--- config.mk ---
export PLATFORM = sky130hd
export DESIGN_NAME = matmul_push_unit_flat
export DESIGN_NICKNAME = d
export VERILOG_FILES = /design/src/rtl/matmul_push_unit_if.sv /design/src/rtl/matmul_push_unit.sv /design/src/flat_wrapper.sv
export SDC_FILE = /design/constraint.sdc
export NUM_CORES = 1
export LEC_CHECK = 0
export ABC_CLOCK_PERIOD_IN_PS = 5100
export CORE_MARGIN = 2
export CORE_UTILIZATION = 59
export CTS_BUF_LIST = sky130_fd_sc_hd__clkbuf_4 sky130_fd_sc_hd__clkbuf_8
export DETAILED_ROUTE_END_ITERATION = 8
export PLACE_DENSITY = 0.83
export SYNTH_ARGS = -nofsm -noshare
export SYNTH_HDL_FRONTEND = slang
export SYNTH_SLANG_ARGS = --single-unit
--- constraint.sdc ---
create_clock -name clk -period 5.1 [get_ports clk]
set_input_delay 1.53 -clock clk [delete_from_list [all_inputs] [get_ports clk]]
set_output_delay 1.53 -clock clk [all_outputs]
set_load 0.02 [all_outputs]
--- src/rtl/matmul_push_unit_if.sv ---
// Push-unit bus: scheduler request and register-lane reads in, skewed systolic edge feed out.
interface matmul_push_unit_if #(
  parameter int DATA_WIDTH = 16
);
  logic                    start_push;
  logic [8*DATA_WIDTH-1:0] reg_read_data;
  logic [1:0]              reg_read_sel;
  logic [4*DATA_WIDTH-1:0] a_edge;
  logic [4*DATA_WIDTH-1:0] b_edge;
  logic                    edge_valid;
  logic                    clear_acc;
  logic                    busy;
  logic                    matmul_done;

  modport master (
    output start_push, reg_read_data,
    input  reg_read_sel, a_edge, b_edge, edge_valid, clear_acc, busy, matmul_done
  );

  modport slave (
    input  start_push, reg_read_data,
    output reg_read_sel, a_edge, b_edge, edge_valid, clear_acc, busy, matmul_done
  );
endinterface

--- src/rtl/matmul_push_unit.sv ---
// Loads 4x4 operands A and B from the 8 register lanes, then streams them diagonally skewed
// into the systolic array (A on the left edge, B on top) and flags done after the array drains.
module matmul_push_unit #(
  parameter int DATA_WIDTH   = 16,
  parameter int DRAIN_CYCLES = 3
) (
  input  logic              clk,
  input  logic              reset,
  matmul_push_unit_if.slave bus
);
  localparam int N           = 4;
  localparam int FEED_CYCLES = 2 * N - 1;
  localparam int CNT_MAX     = (DRAIN_CYCLES > FEED_CYCLES) ? DRAIN_CYCLES : FEED_CYCLES;
  localparam int CW          = $clog2(CNT_MAX + 1);

  typedef enum logic [2:0] {IDLE, LOAD, FEED, DRAIN, DONE} state_t;

  state_t                state_reg, state_next;
  logic [CW-1:0]         cnt_reg, cnt_next;
  logic [DATA_WIDTH-1:0] a_store_reg [N][N];
  logic [DATA_WIDTH-1:0] b_store_reg [N][N];
  logic [1:0]            load_idx;

  assign load_idx = cnt_reg[1:0];

  always_ff @(posedge clk or negedge reset) begin
    if (!reset) begin
      state_reg <= IDLE;
      cnt_reg   <= '0;
    end else begin
      state_reg <= state_next;
      cnt_reg   <= cnt_next;
    end
  end

  always_comb begin
    state_next       = state_reg;
    cnt_next         = cnt_reg;
    bus.reg_read_sel = 2'd0;
    bus.clear_acc    = 1'b0;
    bus.edge_valid   = 1'b0;
    bus.busy         = 1'b0;
    bus.matmul_done  = 1'b0;
    unique case (state_reg)
      IDLE, DONE: begin
        bus.matmul_done = (state_reg == DONE);
        if (bus.start_push) begin
          state_next = LOAD;
          cnt_next   = '0;
        end
      end
      LOAD: begin
        bus.busy         = 1'b1;
        bus.reg_read_sel = load_idx;
        // The last quarter read coincides with the accumulator clear so FEED starts on zeroed sums.
        bus.clear_acc    = (load_idx == 2'd3);
        if (cnt_reg == CW'(N - 1)) begin
          state_next = FEED;
          cnt_next   = '0;
        end else begin
          cnt_next = cnt_reg + CW'(1);
        end
      end
      FEED: begin
        bus.busy       = 1'b1;
        bus.edge_valid = 1'b1;
        if (cnt_reg == CW'(FEED_CYCLES - 1)) begin
          state_next = DRAIN;
          cnt_next   = '0;
        end else begin
          cnt_next = cnt_reg + CW'(1);
        end
      end
      DRAIN: begin
        bus.busy = 1'b1;
        if (cnt_reg == CW'(DRAIN_CYCLES - 1)) begin
          state_next = DONE;
          cnt_next   = '0;
        end else begin
          cnt_next = cnt_reg + CW'(1);
        end
      end
      default: begin
        state_next = IDLE;
        cnt_next   = '0;
      end
    endcase
  end

  // Quarter q holds rows 2q%4 (lanes 0-3) and 2q%4+1 (lanes 4-7) of A for q<2, of B otherwise.
  always_ff @(posedge clk or negedge reset) begin
    if (!reset) begin
      for (int r = 0; r < N; r++) begin
        for (int c = 0; c < N; c++) begin
          a_store_reg[r][c] <= '0;
          b_store_reg[r][c] <= '0;
        end
      end
    end else if (state_reg == LOAD) begin
      for (int c = 0; c < N; c++) begin
        if (!load_idx[1]) begin
          a_store_reg[{load_idx[0], 1'b0}][c] <= bus.reg_read_data[c*DATA_WIDTH +: DATA_WIDTH];
          a_store_reg[{load_idx[0], 1'b1}][c] <= bus.reg_read_data[(c+N)*DATA_WIDTH +: DATA_WIDTH];
        end else begin
          b_store_reg[{load_idx[0], 1'b0}][c] <= bus.reg_read_data[c*DATA_WIDTH +: DATA_WIDTH];
          b_store_reg[{load_idx[0], 1'b1}][c] <= bus.reg_read_data[(c+N)*DATA_WIDTH +: DATA_WIDTH];
        end
      end
    end
  end

  // Row/column gi sees element k-gi of its diagonal; outside 0..N-1 it is padded with zero.
  for (genvar gi = 0; gi < N; gi++) begin : g_edge
    logic [CW-1:0] diag;
    logic          hit;
    assign diag = cnt_reg - CW'(gi);
    assign hit  = (state_reg == FEED) && (cnt_reg >= CW'(gi)) && (diag < CW'(N));
    assign bus.a_edge[gi*DATA_WIDTH +: DATA_WIDTH] = hit ? a_store_reg[gi][diag[1:0]] : '0;
    assign bus.b_edge[gi*DATA_WIDTH +: DATA_WIDTH] = hit ? b_store_reg[diag[1:0]][gi] : '0;
  end
endmodule

--- src/flat_wrapper.sv ---
// flat-port wrapper written by rule: the top's interface ports become plain ports
module matmul_push_unit_flat 
#(
  parameter int DATA_WIDTH   = 16,
  parameter int DRAIN_CYCLES = 3
)
  (clk, reset, bus_start_push, bus_reg_read_data, bus_reg_read_sel, bus_a_edge, bus_b_edge, bus_edge_valid, bus_clear_acc, bus_busy, bus_matmul_done);
  matmul_push_unit_if #(.DATA_WIDTH(DATA_WIDTH)) bus_i ();
  input  logic clk;
  input  logic reset;
  input wire logic [$bits(bus_i.start_push)-1:0] bus_start_push;
  input wire logic [$bits(bus_i.reg_read_data)-1:0] bus_reg_read_data;
  output wire logic [$bits(bus_i.reg_read_sel)-1:0] bus_reg_read_sel;
  output wire logic [$bits(bus_i.a_edge)-1:0] bus_a_edge;
  output wire logic [$bits(bus_i.b_edge)-1:0] bus_b_edge;
  output wire logic [$bits(bus_i.edge_valid)-1:0] bus_edge_valid;
  output wire logic [$bits(bus_i.clear_acc)-1:0] bus_clear_acc;
  output wire logic [$bits(bus_i.busy)-1:0] bus_busy;
  output wire logic [$bits(bus_i.matmul_done)-1:0] bus_matmul_done;
  assign bus_i.start_push = bus_start_push;
  assign bus_i.reg_read_data = bus_reg_read_data;
  assign bus_reg_read_sel = bus_i.reg_read_sel;
  assign bus_a_edge = bus_i.a_edge;
  assign bus_b_edge = bus_i.b_edge;
  assign bus_edge_valid = bus_i.edge_valid;
  assign bus_clear_acc = bus_i.clear_acc;
  assign bus_busy = bus_i.busy;
  assign bus_matmul_done = bus_i.matmul_done;
  matmul_push_unit #(.DATA_WIDTH(DATA_WIDTH), .DRAIN_CYCLES(DRAIN_CYCLES)) u_core (.clk(clk), .reset(reset), .bus(bus_i));
endmodule
==> metrics.cfg <==
[synth]
synth_warnings = 0
ys_types = 36
synth-adder-area-share = 0.00476
synthSimpleGateAreaFrac = 0.0858
synth_compound_area_frac = 0.0308
netlist_instances = 1746
synth_ff_type = dfrtp_1
synth_nets = 1886
synthArstFlopShare = 1.00
synthMuxAreaShare = 0.304
synthXorXnorAreaFrac = 0.000370
avgSynthCellArea_sq_um = 13.6
synth_area_sq_mm = 0.0237
ys_seq_area_frac = 0.547
ys_ff_latch = 518
synth_top_family_by_area = multiplexers
synth_edf_count = 0

[critical_path]
reg2reg_from = u_core.cnt_reg[1]
crit_arrival_ns = 3.42
crit_type = reg -> out
startpoint = u_core.cnt_reg[0]
critPathRequiredTime_ns = 3.57
crit_path_end_kind = primary output
worst_setup_path_start_kind = flop
path_max_fanout = 53

[place]
portBuffers = 264
gp_congestion = 0.872
place.detailed.hpwl_mm = 44.4
dp_slack_ns = 0.454

[timing]
final.setup.tns_ns = 0
finalHoldViolCount = 0
rsz0062_at_grt = no
drv_slew = 0
slew_headroom = 0.231
max_clock_freq_ghz = 0.202
setup_ws_ns = 0.154
skew_ns = 0.0225
setup_viol = 0
tightest_slew_ns = 1.15
period_share = 0.970
fin_crit_ns = 4.95

[final_layout]
layout_common_cells = 516 x dfrtp_1, 380 x mux2_2, 263 x clkdlybuf4s50_1
nNetsFinal = 2135
syn_to_final_growth_pct = 20.9
drive_gt1_frac = 0.346
fillCellCount = 2551
fin_util = 0.722
mostFrequentLayoutCell = dfrtp_1

[clock_tree]
post_cts_resized = 0
cts_tree = yes
cts.path.max_buffers = 3
root_buffer = clkbuf_8
htreeDepth = 3
hold_buffers = 0
path_clk_slew_ns = 0.06
cts_buffers = 83
clock_latency_ns = 0.64
cts_sinks = 518

[flow_run]
maxCapViolations = 0

[global_route]
grt_first_pass_wirelength_mm = 100
track_usage = 0.326
overflow = 0
antenna_found_initial = 9
grt_start_max_net_pins = 107
first_global_vias = 16485

[min_path]
worstHoldPathType = reg -> reg
min_from = u_core.b_store_reg[12]

[power]
power_mw = 19.0
powerDensity_mw_per_mm2 = 662
leakage_nw = 11.8
ir_worst_vdd_uv = 404

[die]
placement_rows = 73
initial_core_util = 0.597
dieArea_sq_mm = 0.0418
core_sq_mm = 0.0396
ios = 265
die_h_um = 204
dieWidth_um = 204

[route]
drc_errors = 0
wl_mm = 66.4
drt_iter0_markers = 1111
vias = 15924
firstDrtPassIters = 5
ant_nets = 0
vias_per_cell = 6.15
wl_per_cell_um = 25.6

[outcome]
status = finished clean

[logic make-up (layout without fill, tap and decap cells)]
kind of cell	after synthesis	count (layout)
other cells	0	3
xor+xnor	1	1
fa+ha+maj	9	9
simple gates	424	424
flops	518	518
compound gates	141	141
buf+inv	141	457
mux	512	512
[cell usage after synthesis (2+ instances only)]
| library cell | count | area share |
|---|---|---|
| nand2_1 | 262 | 0.042 |
| nor2b_1 | 104 | 0.027 |
| buf_1 | 3 | 0.00048 |
| buf_6 | 4 | 0.0019 |
| nor2_1 | 4 | 0.00063 |
| a21oi_1 | 3 | 0.00063 |
| clkbuf_1 | 74 | 0.012 |
| and2_1 | 5 | 0.0013 |
| and3_1 | 32 | 0.0085 |
| buf_2 | 52 | 0.011 |
| o21ai_0 | 131 | 0.028 |
| inv_1 | 7 | 0.0011 |
| nand3b_1 | 4 | 0.0013 |
| dfrtp_1 | 518 | 0.55 |
| ha_1 | 9 | 0.0048 |
| mux2_1 | 4 | 0.0019 |
| mux2_2 | 380 | 0.18 |
| mux4_2 | 128 | 0.12 |
| nand4bb_1 | 4 | 0.0019 |
| nand3_1 | 2 | 0.00042 |
[worst max-delay path: stages (launching register included)]
cell             delay, ns
dfrtp_4               0.49
inv_1                 0.10
ha_2                  0.58
buf_12                0.35
mux4_2                0.42
nor2b_1               0.17
clkdlybuf4s50_1       0.59
[power by group]
part,internal (mW),switching (mW),leakage (nW),total (mW)
clock network,2.12,1.67,0.962,3.79
logic,4.33,3.58,4.64,7.91
registers,6.14,1.12,6.22,7.26
total,12.6,6.36,11.8,19.0
[path summary, 6_finish.rpt]
| path | slack [ns] | depth (start not counted) | endpoint |
|---|---|---|---|
| max in group asynchronous | 3.01 | 2 | u_core.b_store_reg[122] |
| setup reg to reg | 1.43 | 5 | u_core.a_store_reg[213] |
| setup / recovery | 0.15 | 6 | bus_a_edge[51] |
| hold / removal | 0.48 | 2 | u_core.b_store_reg[12] |
| hold reg to reg | 0.48 | 2 | u_core.b_store_reg[12] |
| min in group asynchronous | 0.95 | 1 | u_core.a_store_reg[63] |
[routing by layer]
layer | track usage | up-vias | wire length, um
li1 | - | 6711 | -
met1 | 0.449 | 8294 | 26300
met2 | 0.488 | 761 | 30500
met3 | 0.0797 | 150 | 6120
met4 | 0.168 | 8 | 3380
met5 | 0 | - | 57
[timing repair]
action | 4_1_cts | 5_1_grt
pin swaps | 2 | 1
setup buffers | 1 | 3
endpoints found under the setup margin | 25 | 24
endpoints found under the hold margin | 0 | 0
[area by class of cell]
cell class / instances / area, sq um / share of cell area
Antenna cell: 3 / 7.51 / 0.000262
Clock buffer: 134 / 1710 / 0.0596
Clock inverter: 18 / 100 / 0.00350
Inverter: 7 / 26.3 / 0.000917
Multi-Input combinational cell: 1087 / 10200 / 0.355
Sequential cell: 518 / 13000 / 0.453
Tap cell: 525 / 657 / 0.0229
Timing Repair Buffer: 298 / 3000 / 0.105
[per-stage QoR]
stage	instances	cell area [sq um]	hold slack (ns)
floorplan	1746	23700	0.445
global placement	2431	26800	0.457
detailed placement	2431	26800	0.466
CTS	2584	28600	0.479
global route	2588	28600	0.501
finish	2590	28600	0.481
No activity file was read; power rests on OpenSTA's default activity.
